<file path="src/rtl/debug_snapshot_uart_tx.sv">
// Freezes debug_1..3 on start and streams them as a 14-byte 8N1 frame:
// sync byte, three words MSB byte first, then the XOR checksum of the 12 payload bytes.
module debug_snapshot_uart_tx #(
  parameter int unsigned BAUD_DIV  = 868,
  parameter logic [7:0]  SYNC_BYTE = 8'hA5
) (
  input  logic        clk,
  input  logic        rst_n,
  input  logic        start_i,
  input  logic [31:0] debug_1_i,
  input  logic [31:0] debug_2_i,
  input  logic [31:0] debug_3_i,
  output logic        tx_o,
  output logic        busy_o,
  output logic        done_o,
  output logic [15:0] frame_cnt_o
);

  localparam logic [1:0]  ST_IDLE   = 2'd0;
  localparam logic [1:0]  ST_START  = 2'd1;
  localparam logic [1:0]  ST_DATA   = 2'd2;
  localparam logic [1:0]  ST_STOP   = 2'd3;
  localparam logic [15:0] BAUD_LAST = 16'(BAUD_DIV - 1);
  localparam logic [3:0]  LAST_BYTE = 4'd13;

  logic [1:0]  state_q, state_d;
  logic [15:0] baud_cnt_q, baud_cnt_d;
  logic [2:0]  bit_cnt_q, bit_cnt_d;
  logic [3:0]  byte_idx_q, byte_idx_d;
  logic [31:0] snap_1_q, snap_1_d, snap_2_q, snap_2_d, snap_3_q, snap_3_d;
  logic        tx_q, tx_d;
  logic        done_q, done_d;
  logic [15:0] frame_cnt_q, frame_cnt_d;

  logic [31:0] word_xor;
  logic [7:0]  checksum;
  logic [7:0]  cur_byte;
  logic [2:0]  bit_nxt;
  logic        baud_end;

  // Byte-wise XOR of the three words equals the XOR of all 12 payload bytes.
  assign word_xor = snap_1_q ^ snap_2_q ^ snap_3_q;
  assign checksum = word_xor[31:24] ^ word_xor[23:16] ^ word_xor[15:8] ^ word_xor[7:0];
  assign bit_nxt  = bit_cnt_q + 3'd1;
  assign baud_end = (baud_cnt_q == BAUD_LAST);

  always_comb begin
    cur_byte = checksum;
    case (byte_idx_q)
      4'd0:    cur_byte = SYNC_BYTE;
      4'd1:    cur_byte = snap_1_q[31:24];
      4'd2:    cur_byte = snap_1_q[23:16];
      4'd3:    cur_byte = snap_1_q[15:8];
      4'd4:    cur_byte = snap_1_q[7:0];
      4'd5:    cur_byte = snap_2_q[31:24];
      4'd6:    cur_byte = snap_2_q[23:16];
      4'd7:    cur_byte = snap_2_q[15:8];
      4'd8:    cur_byte = snap_2_q[7:0];
      4'd9:    cur_byte = snap_3_q[31:24];
      4'd10:   cur_byte = snap_3_q[23:16];
      4'd11:   cur_byte = snap_3_q[15:8];
      4'd12:   cur_byte = snap_3_q[7:0];
      default: cur_byte = checksum;
    endcase
  end

  always_comb begin
    state_d     = state_q;
    baud_cnt_d  = baud_cnt_q;
    bit_cnt_d   = bit_cnt_q;
    byte_idx_d  = byte_idx_q;
    snap_1_d    = snap_1_q;
    snap_2_d    = snap_2_q;
    snap_3_d    = snap_3_q;
    tx_d        = tx_q;
    done_d      = 1'b0;
    frame_cnt_d = frame_cnt_q;
    case (state_q)
      ST_IDLE: begin
        tx_d = 1'b1;
        if (start_i) begin
          snap_1_d   = debug_1_i;
          snap_2_d   = debug_2_i;
          snap_3_d   = debug_3_i;
          baud_cnt_d = 16'd0;
          bit_cnt_d  = 3'd0;
          byte_idx_d = 4'd0;
          tx_d       = 1'b0;
          state_d    = ST_START;
        end
      end
      ST_START: begin
        if (baud_end) begin
          baud_cnt_d = 16'd0;
          tx_d       = cur_byte[0];
          state_d    = ST_DATA;
        end else begin
          baud_cnt_d = baud_cnt_q + 16'd1;
        end
      end
      ST_DATA: begin
        if (baud_end) begin
          baud_cnt_d = 16'd0;
          if (bit_cnt_q == 3'd7) begin
            tx_d    = 1'b1;
            state_d = ST_STOP;
          end else begin
            bit_cnt_d = bit_nxt;
            tx_d      = cur_byte[bit_nxt];
          end
        end else begin
          baud_cnt_d = baud_cnt_q + 16'd1;
        end
      end
      default: begin
        if (baud_end) begin
          baud_cnt_d = 16'd0;
          bit_cnt_d  = 3'd0;
          if (byte_idx_q == LAST_BYTE) begin
            tx_d        = 1'b1;
            done_d      = 1'b1;
            frame_cnt_d = frame_cnt_q + 16'd1;
            state_d     = ST_IDLE;
          end else begin
            byte_idx_d = byte_idx_q + 4'd1;
            tx_d       = 1'b0;
            state_d    = ST_START;
          end
        end else begin
          baud_cnt_d = baud_cnt_q + 16'd1;
        end
      end
    endcase
  end

  always_ff @(posedge clk or negedge rst_n) begin
    if (!rst_n) begin
      state_q     <= ST_IDLE;
      baud_cnt_q  <= 16'd0;
      bit_cnt_q   <= 3'd0;
      byte_idx_q  <= 4'd0;
      snap_1_q    <= 32'd0;
      snap_2_q    <= 32'd0;
      snap_3_q    <= 32'd0;
      tx_q        <= 1'b1;
      done_q      <= 1'b0;
      frame_cnt_q <= 16'd0;
    end else begin
      state_q     <= state_d;
      baud_cnt_q  <= baud_cnt_d;
      bit_cnt_q   <= bit_cnt_d;
      byte_idx_q  <= byte_idx_d;
      snap_1_q    <= snap_1_d;
      snap_2_q    <= snap_2_d;
      snap_3_q    <= snap_3_d;
      tx_q        <= tx_d;
      done_q      <= done_d;
      frame_cnt_q <= frame_cnt_d;
    end
  end

  assign tx_o        = tx_q;
  assign busy_o      = (state_q != ST_IDLE);
  assign done_o      = done_q;
  assign frame_cnt_o = frame_cnt_q;

endmodule

</file>
<file path="config.mk">
export PLATFORM = sky130hd
export DESIGN_NAME = debug_snapshot_uart_tx
export DESIGN_NICKNAME = d
export VERILOG_FILES = /design/src/rtl/debug_snapshot_uart_tx.sv
export SDC_FILE = /design/constraint.sdc
export NUM_CORES = 1
export LEC_CHECK = 0
export ABC_AREA = 1
export ABC_CLOCK_PERIOD_IN_PS = 3000
export BUFFER_PORTS_ARGS = -buffer_cell sky130_fd_sc_hd__buf_2
export CAP_MARGIN = 20
export CORE_ASPECT_RATIO = 1.4
export CORE_MARGIN = 4
export CORE_UTILIZATION = 30
export DETAILED_ROUTE_END_ITERATION = 12
export PLACE_DENSITY = 0.59
export SYNTH_ARGS = -nofsm -noshare
export SYNTH_HDL_FRONTEND = slang
export SYNTH_SLANG_ARGS = --single-unit
</file>
<file path="constraint.sdc">
create_clock -name clk -period 3 [get_ports clk]
set_input_delay 0.9 -clock clk [delete_from_list [all_inputs] [get_ports clk]]
set_output_delay 0.9 -clock clk [all_outputs]
set_load 0.1 [all_outputs]
</file>
==> results of run 1 <==
==> cell usage after synthesis, drive strengths merged <==
| cell type | n | share of area (%) |
|---|---|---|
| nand2 | 575 | 25 |
| inv | 158 | 7.0 |
| dfrtp | 138 | 41 |
| o21ai | 116 | 6.8 |
| nand3 | 100 | 6.0 |
| nor2 | 77 | 3.8 |
| clkbuf | 20 | 0.88 |
| xor2 | 17 | 1.7 |
| nor3 | 14 | 1.1 |
| ha | 12 | 1.8 |
| a21oi | 9 | 0.53 |
| nand4 | 9 | 0.98 |
| xnor2 | 7 | 0.72 |
| o22ai | 6 | 0.44 |
| buf | 5 | 0.28 |
| nor4 | 5 | 0.44 |
| or2 | 3 | 0.22 |
| o211ai | 2 | 0.18 |
| a22oi | 1 | 0.088 |
| a31oi | 1 | 0.074 |
| a32o | 1 | 0.12 |
| clkinv | 1 | 0.044 |
| dfstp | 1 | 0.31 |
| mux2 | 1 | 0.13 |
| nand3b | 1 | 0.088 |
| nor3b | 1 | 0.088 |
| o31ai | 1 | 0.088 |
==> stage by stage <==
stage          worst slack, ps  util (%)  hold slack, ps  instances  cell area, sq um
2_1_floorplan            145.1         -           457.0       1282              8511
3_3_place_gp             669.6     34.72           455.7       1765              9664
3_5_place_dp             612.4     34.72           494.0       1765              9664
4_1_cts                  339.5     36.86           452.7       1797             10260
5_1_grt                  267.3     36.86           468.3       1797             10260
6_report                 386.8     36.86           431.4       1797             10260
==> worst register-to-register path, delay by kind of cell (launching register included) <==
kind                     cells  cell delay, ps
AND/OR/NAND/NOR             14            1100
flip-flops                   1             420
buffers and inverters        3             440
adder cells (fa/ha/maj)      1             260
AO/OA/AOI/OAI                1             120
==> how the worst max path moves through the flow <==
stage                  start              end  slack, ps  cells after the start
2_1_floorplan     state_q[0]    byte_idx_q[0]        150                      9
4_1_cts           state_q[0]           busy_o        340                      4
3_5_place_dp   byte_idx_q[0]             tx_o        610                     19
5_1_grt           state_q[0]           busy_o        270                      4
3_3_place_gp   byte_idx_q[1]  frame_cnt_o[14]        670                     13
6_report          state_q[1]           busy_o        390                      4
==> power breakdown <==
| group | switching [mW] | internal (mW) | leakage (nW) | total (mW) |
|---|---|---|---|---|
| clock network | 0.871 | 1.28 | 0.295 | 2.15 |
| logic | 0.0584 | 0.0504 | 3.91 | 0.109 |
| registers | 0.00101 | 1.88 | 1.42 | 1.88 |
==> registers in the layout, indices dropped and copies added (netlist names) <==
| register | cells |
|---|---|
| snap_1_q | 32 |
| bit_cnt_q | 3 |
| byte_idx_q | 4 |
| snap_3_q | 32 |
| snap_2_q | 32 |
| state_q | 2 |
| tx_o | 1 |
| baud_cnt_q | 16 |
| done_o | 1 |
| frame_cnt_o | 16 |
==> per-layer routing <==
metal	vias up	track usage [%]	part of all wire, %
met5	-	0	0
met4	0	7.073	3.7
met3	47	3.385	4.6
met2	209	30.40	51
met1	3839	20.12	40
li1	4273	-	-
==> cell type report <==
cell class | count | area [sq um]
clock inverters | 12 | 140.1
flip-flops and latches | 139 | 3480
fillers | 3019 | 17580
well taps | 370 | 462.9
repair buffers | 138 | 787.0
clock buffers | 20 | 456.7
inverters | 159 | 599.3
multi-input cells | 959 | 4335
==> kinds of logic after synthesis <==
kind of cell / count (synthesis) / synth area share (%)
fa+ha+maj: 12 / 1.764
flops: 139 / 40.89
simple gates: 785 / 38.24
buf+inv: 184 / 8.174
xor+xnor: 24 / 2.470
compound gates: 137 / 8.336
mux: 1 / 0.1323
==> reports/metrics.cfg, run 1 <==
[clock_tree]
htree_levels=4
cts_hold_buffers=0
clock-sinks=139
clkTransAtPathRegs_ps=60
post-cts-setup-buffers=0
numCtsBuffers=17
cts_tree=done
clockBufferDepth=2
post_cts_resized=0
cts_root_buf=clkbuf_16
clk_latency_ps=430

[timing]
max-slew-margin-rel_pct=59.76
skew_ps=10.48
hold_violations=0
tns_ps=0
timing.fmax_mhz=382.7
rsz0062_at_grt=no
setup_viol=0
period_share_pct=87.11
drv_slew=0
tightest_slew_ps=603.7
layout_min_cycle_time_ps=2613

[floorplan]
dieArea_sq_um=31170
die_w_um=150.4
coreArea_sq_um=27840
die_h_um=207.3
io_pins=118
initial_core_util_pct=30.57
row_count=72

[setup_path]
ff2ff_path_depth=19
worst-path-buf-inv=3
cp_cell_sequence=inv_1 -> ha_1 -> clkinv_1 -> buf_2
worstSetupEndpointType=output pin
r2r-start=byte_idx_q[0]
path_delay_family=buffers and inverters
cp.arrival_ps=1710
critPathMaxFanout=6
start_kind=flop
critPathKind=flop to output pin
reg2reg_to=tx_o
cpPeakStageDelay_ps=420
crit_slowest_cell=buf_2
critPathRequiredTime_ps=2100
r2r_slack_ps=570

[global_routing]
grt_first_pass_wirelength_mm=42.63
grt_overflow=0
grt_pass1_vias=8392
track_usage_pct=17.22
antenna_found_initial=0
grt_max_degree=62

[routing]
ant_nets=0
routedWlPerCell_um=14.22
drc=0
first_iter_violations=465
first_pass_iters=8
wirelength_mm=25.56
dr_total_vias=8368
routed_via_density=4.657

[logic_synthesis]
yosys_warnings=0
ys_seq_area_share_pct=40.89
avgSynthCellArea_sq_um=6.639
syn_nets=1393
netlist_instances=1282
ys_types=40
synth_seq_cells=139
synth_area_sq_um=8511

[final_layout]
final_common_cell=nand2_1
drive_gt1_share_pct=13.95
antenna_cells=0
area_delta_synth_final_pct=20.57
final_cell_mix=nand2_1 (572), inv_1 (153), dfrtp_1 (138), buf_2 (116), o21ai_0 (115)
layout.nets=1525

[place]
place.gp.congestion=0.9443
dpl.hpwl_mm=20.11
io_buffers=117

[flow_run]
max_cap_viol_count=0

[worst_hold_path]
hp-class=input pin to asynchronous set/reset pin

[power_and_ir_drop]
power_mw=4.134
p_leak_nw=5.624
peakVddDrop_mv=0.3300
cellPowerDensity_nw_per_um2=402.9

[run_status]
status=completed

Power figures use the tool's default switching activity.
==> run 2: changes to the inputs <==
- CORE_UTILIZATION: 30 -> 40
- MAX_ROUTING_LAYER: unset -> met4
- PLACE_DENSITY: 0.59 -> 0.71
==> run 2 against run 1 <==
Net effect: sequential share of layout area is 0.38 points higher; worst hold slack better by 36 ps; critical path depth stayed put; die area is 24% lower; final area is 1.1% lower; first-iteration DRC count is 12% higher; non-clock buffer count stayed put; setup slack worse by 150 ps; largest cell class unchanged; largest power group unchanged.
==> reports/metrics.cfg, run 2 (synthesis gave the netlist of run 1 again) <==
[run_status]
status=completed

[routing]
routedWlPerCell_um=14.28  ; +0.39%
wirelength_mm=23.99  ; -6.1%
drc=0  ; unchanged
first_pass_iters=7  ; -1
first_iter_violations=519  ; +12%
dr_total_vias=8408  ; +0.48%
routed_via_density=5.005  ; +7.5%
ant_nets=0  ; unchanged

[final_layout]
layout.nets=1525  ; unchanged
final_cell_mix=nand2_1 (572), inv_1 (153), dfrtp_1 (138), buf_2 (116), o21ai_0 (115)
drive_gt1_share_pct=13.76  ; -0.18 points
fill_cells=2090  ; -31%
multi_input_area_sq_um=4335  ; unchanged
layout.cells.non_filler=1680  ; -6.5%
area_delta_synth_final_pct=19.22
final_util_pct=48.99  ; +12 points
seq_area_sq_um=3480  ; unchanged
final_common_cell=nand2_1
antenna_cells=0  ; unchanged
reg.largest.list=snap_1_q: 32 flops, snap_2_q: 32 flops, snap_3_q: 32 flops

[floorplan]
row_count=62  ; -14%
dieArea_sq_um=23710  ; -24%
die_h_um=180.6  ; -13%
initial_core_util_pct=41.09  ; +11 points
die_w_um=131.3  ; -13%
coreArea_sq_um=20710  ; -26%
io_pins=118  ; unchanged

[setup_path]
critPathKind=flop to output pin
cp.arrival_ps=1860  ; +150 ps
start_kind=flop
critPathRequiredTime_ps=2100  ; about the same
critPathMaxFanout=7  ; +1
worstSetupEndpointType=output pin
r2r_slack_ps=570  ; about the same

[clock_tree]
cts_root_buf=clkbuf_16
post_cts_resized=0  ; unchanged
numCtsBuffers=17  ; unchanged
post-cts-setup-buffers=0  ; unchanged
clock-sinks=139  ; unchanged
cts_hold_buffers=0  ; unchanged
cts_tree=done
clkTransAtPathRegs_ps=60  ; about the same
htree_levels=4  ; unchanged
clk_latency_ps=410  ; -20 ps
clockBufferDepth=2  ; unchanged

[timing]
setup_viol=0  ; unchanged
max-slew-margin-rel_pct=54.02  ; -5.7 points
period_share_pct=92.13  ; +5.0 points
tightest_slew_ps=689.6  ; +85.96 ps
tns_ps=0  ; unchanged
rsz0062_at_grt=no
hold_slack_ps=467.2  ; +35.82 ps
drv_slew=0  ; unchanged
layout_min_cycle_time_ps=2764  ; +150.8 ps
timing.fmax_mhz=361.8  ; -5.5%
skew_ps=8.087  ; -2.397 ps
worst_slack_ps=236.0  ; -150.8 ps
hold_violations=0  ; unchanged

[global_routing]
grt_pass1_vias=8243  ; -1.8%
grt_max_degree=69  ; +11%
antenna_found_initial=0  ; unchanged
track_usage_pct=20.97  ; +3.8 points
grt_overflow=0  ; unchanged
grt_first_pass_wirelength_mm=39.25  ; -7.9%

[place]
dp_slack_ps=637.3  ; +24.88 ps
dp_cells=1651  ; -6.5%
io_buffers=117  ; unchanged
place.gp.congestion=0.9769  ; +3.5%
dpl.hpwl_mm=18.41  ; -8.4%

[worst_hold_path]
hp-class=flop to flop

[power_and_ir_drop]
peakVddDrop_mv=0.3900  ; +18%
cellPowerDensity_nw_per_um2=408.8  ; +1.5%
p_leak_nw=5.627  ; about the same

[flow_run]
max_cap_viol_count=0  ; unchanged

[run 2: worst paths after layout]
kind | startpoint | endpoint | cells past startpoint
worst max register to register | byte_idx_q[0] | tx_o | 19
worst max-delay path | state_q[0] | busy_o | 4
worst min register to register | frame_cnt_o[15] | frame_cnt_o[15] | 1
min in group asynchronous | rst_n | snap_1_q[21] | 1
worst min-delay path | frame_cnt_o[15] | frame_cnt_o[15] | 1
max in group asynchronous | rst_n | snap_3_q[31] | 2
[run 2: per-layer routing]
metal  vias up  GRT usage, %  share of wire [%]
met5         -             -                  0
met4         0         10.47                4.6
met3        73         3.156                4.2
met2       236         36.81                 51
met1      3827         23.17                 40
li1       4272             -                  -
[run 2: cell type report]
class,instances,area share [%]
tap,256,3.157
clock buffer,22,4.772
inverter,159,5.907
sequential,139,34.30
multi-input combinational,959,42.73
timing repair buffer,138,8.003
clock inverter,7,1.135
[run 2: worst max-delay path, stage by stage (launching register included)]
cell	delay, ps
dfrtp_1	400
inv_1	110
ha_1	270
clkinv_1	280
buf_2	380
[run 2: per-stage QoR]
step	power (mW)	instance area (sq um)
global placement	2.023	9547
CTS	4.190	10150
detailed placement	2.024	9547
finish	4.147	10150
floorplan	1.912	8511
global route	4.282	10150
[run 2: where the power goes]
part	switching (mW)	internal, mW	leakage [nW]
clock	0.781	1.38	0.290
combinational	0.0592	0.0503	3.92
sequential	0.00105	1.88	1.42
total	0.841	3.31	5.63
==> run 3: changes to the inputs <==
--- a/config.mk
+++ b/config.mk
@@ -13,5 +13,7 @@
 export CORE_MARGIN = 4
 export CORE_UTILIZATION = 40
+export CTS_CLUSTER_DIAMETER = 50
 export DETAILED_ROUTE_END_ITERATION = 12
+export HOLD_SLACK_MARGIN = 0.03
 export MAX_ROUTING_LAYER = met4
 export PLACE_DENSITY = 0.71
==> constraint.sdc (replaced) <==
create_clock -name clk -period 3 [get_ports clk]
set_input_delay 0.9 -clock clk [delete_from_list [all_inputs] [get_ports clk]]
set_output_delay 0.9 -clock clk [all_outputs]
set_load 0.05 [all_outputs]
==> run 3 against run 2 <==
Net effect: clock skew hardly changed; maximum frequency decreased by 1.8%; final cell count is 0.12% lower; setup slack worse by 50 ps; register-to-register slack better by 20 ps; critical path depth is the same.
==> reports/metrics.cfg, run 3 (synthesis gave the netlist of run 1 again) <==
[setup_path]
crit_slowest_cell=dfrtp_1
worstSetupEndpointType=output pin
reg2reg_to=tx_o
critPathKind=flop to output pin
critPathRequiredTime_ps=2100  ; about the same
cp_cell_sequence=inv_1 -> ha_1 -> clkinv_1 -> buf_2
cp.arrival_ps=1910  ; +50 ps
r2r_slack_ps=590  ; +20 ps
worst-path-buf-inv=3  ; unchanged
cpPeakStageDelay_ps=400  ; about the same
critical_path.startpoint=state_q[0]
start_kind=flop
ff2ff_path_depth=18  ; -1
path_delay_family=buffers and inverters
r2r-start=byte_idx_q[1]
critPathMaxFanout=9  ; +2

[power_and_ir_drop]
combPwrFrac_pct=2.7  ; about the same
switchingPower_uw=959.4  ; +14%
netSwitchingFraction_pct=23.32  ; +3.0 points
p_leak_nw=5.590  ; -0.65%
peakVddDrop_mv=0.4055  ; +4.0%
p_clk_share_pct=51.7  ; -0.4 points
power_mw=4.114  ; -0.82%
cellPowerDensity_nw_per_um2=408.8  ; about the same
seqPwrFrac_pct=45.6  ; +0.3 points
internal_power_mw=3.154  ; -4.6%

[final_layout]
antenna_cells=0  ; unchanged
area_delta_synth_final_pct=18.23
reg.largest.list=snap_1_q: 32 flops, snap_2_q: 32 flops, snap_3_q: 32 flops
layout.nets=1520  ; -0.33%
final_common_cell=nand2_1
fill_cells=2109  ; +0.91%
drive_gt1_share_pct=13.71  ; -0.051 points
final_cell_mix=nand2_1 (572), inv_1 (153), dfrtp_1 (138), buf_2 (116), o21ai_0 (115)

[routing]
routed_via_density=5.067  ; +1.3%
dr_total_vias=8503  ; +1.1%
drc=0  ; unchanged
routedWlPerCell_um=14.22  ; -0.39%
ant_nets=0  ; unchanged
first_pass_iters=5  ; -2
first_iter_violations=598  ; +15%
wirelength_mm=23.86  ; -0.51%

[clock_tree]
post_cts_resized=0  ; unchanged
numCtsBuffers=17  ; unchanged
clock-sinks=139  ; unchanged
post-cts-setup-buffers=0  ; unchanged
cts_hold_buffers=0  ; unchanged
cts_root_buf=clkbuf_16
clk_latency_ps=430  ; +20 ps
cts_tree=done
clockBufferDepth=2  ; unchanged
htree_levels=4  ; unchanged
clkTransAtPathRegs_ps=70  ; about the same

[timing]
layout_min_cycle_time_ps=2814  ; +50.07 ps
tightest_slew_ps=553.3  ; -136.3 ps
max-slew-margin-rel_pct=63.11  ; +9.1 points
drv_slew=0  ; unchanged
rsz0062_at_grt=no
timing.fmax_mhz=355.4  ; -1.8%
skew_ps=7.965  ; -0.1225 ps
hold_violations=0  ; unchanged
setup_viol=0  ; unchanged
tns_ps=0  ; unchanged
period_share_pct=93.80  ; +1.7 points

[global_routing]
grt_first_pass_wirelength_mm=39.32  ; +0.19%
track_usage_pct=21.00  ; +0.030 points
grt_max_degree=80  ; +16%
grt_overflow=0  ; unchanged
antenna_found_initial=0  ; unchanged
grt_pass1_vias=8261  ; +0.22%

[floorplan]
die_w_um=131.3  ; unchanged
coreArea_sq_um=20710  ; unchanged
die_h_um=180.6  ; unchanged
dieArea_sq_um=23710  ; unchanged
initial_core_util_pct=41.09  ; unchanged
row_count=62  ; unchanged
io_pins=118  ; unchanged

[place]
io_buffers=117  ; unchanged
place.gp.congestion=0.9386  ; -3.9%
dpl.hpwl_mm=18.33  ; -0.45%

[worst_hold_path]
hp-class=input pin to asynchronous set/reset pin

[run_status]
status=completed

[flow_run]
max_cap_viol_count=0  ; unchanged

[run 3: worst max-delay path by stage]
stage	slack (ps)	depth (start not counted)	endpoint
after floorplan	580	9	byte_idx_q[1]
after global placement	650	6	snap_2_q[7]
after detailed placement	620	5	snap_3_q[5]
after CTS	170	4	busy_o
after global routing	70	4	busy_o
final	190	4	busy_o
[run 3: metrics by stage]
stage,utilization (%),cells,area (sq um),hold WS [ps],worst slack [ps]
6_report,48.58,1678,10060,427.5,185.9
5_1_grt,48.58,1678,10060,464.2,73.29
4_1_cts,48.58,1678,10060,441.5,167.9
3_5_place_dp,45.73,1646,9472,464.1,620.5
3_3_place_gp,45.73,1646,9472,461.8,648.7
2_1_floorplan,-,1282,8511,457.0,584.9
[run 3: final cells by class]
| type | count | area (sq um) | area share [%] |
|---|---|---|---|
| sequential | 139 | 3480 | 34.58 |
| tap | 256 | 320.3 | 3.183 |
| clock buffer | 20 | 466.7 | 4.638 |
| multi-input combinational | 959 | 4335 | 43.09 |
| clock inverter | 12 | 123.9 | 1.231 |
| inverter | 159 | 599.3 | 5.956 |
| timing repair buffer | 133 | 737.0 | 7.324 |
[run 3: metal layers]
layer | wire (um) | part of all wire [%] | global-route usage [%] | vias to the layer above
li1 | - | - | - | 4270
met1 | 9377 | 39 | 23.19 | 3914
met2 | 12070 | 51 | 35.92 | 238
met3 | 1165 | 4.9 | 3.603 | 81
met4 | 1250 | 5.2 | 11.77 | 0
met5 | 0 | 0 | - | -
[run 3: worst register-to-register path, delay by kind of cell (launching register included)]
kind | cells | cell delay (ps)
AOI/OAI and AO/OA | 1 | 120
and+or+nand+nor | 14 | 1400
adders and majority gates | 1 | 170
DFF | 1 | 420
buffers and inverters | 2 | 240
[run 3: power by group through the flow]
| stage | Combinational (mW) | Clock [mW] | Sequential [mW] |
|---|---|---|---|
| final | 0.109 | 2.13 | 1.88 |
| after global routing | 0.125 | 2.24 | 1.87 |
| after CTS | 0.114 | 2.17 | 1.88 |
| after detailed placement | 0.113 | 0 | 1.91 |
| after global placement | 0.113 | 0 | 1.91 |
| after floorplan | 0.000713 | 0 | 1.91 |
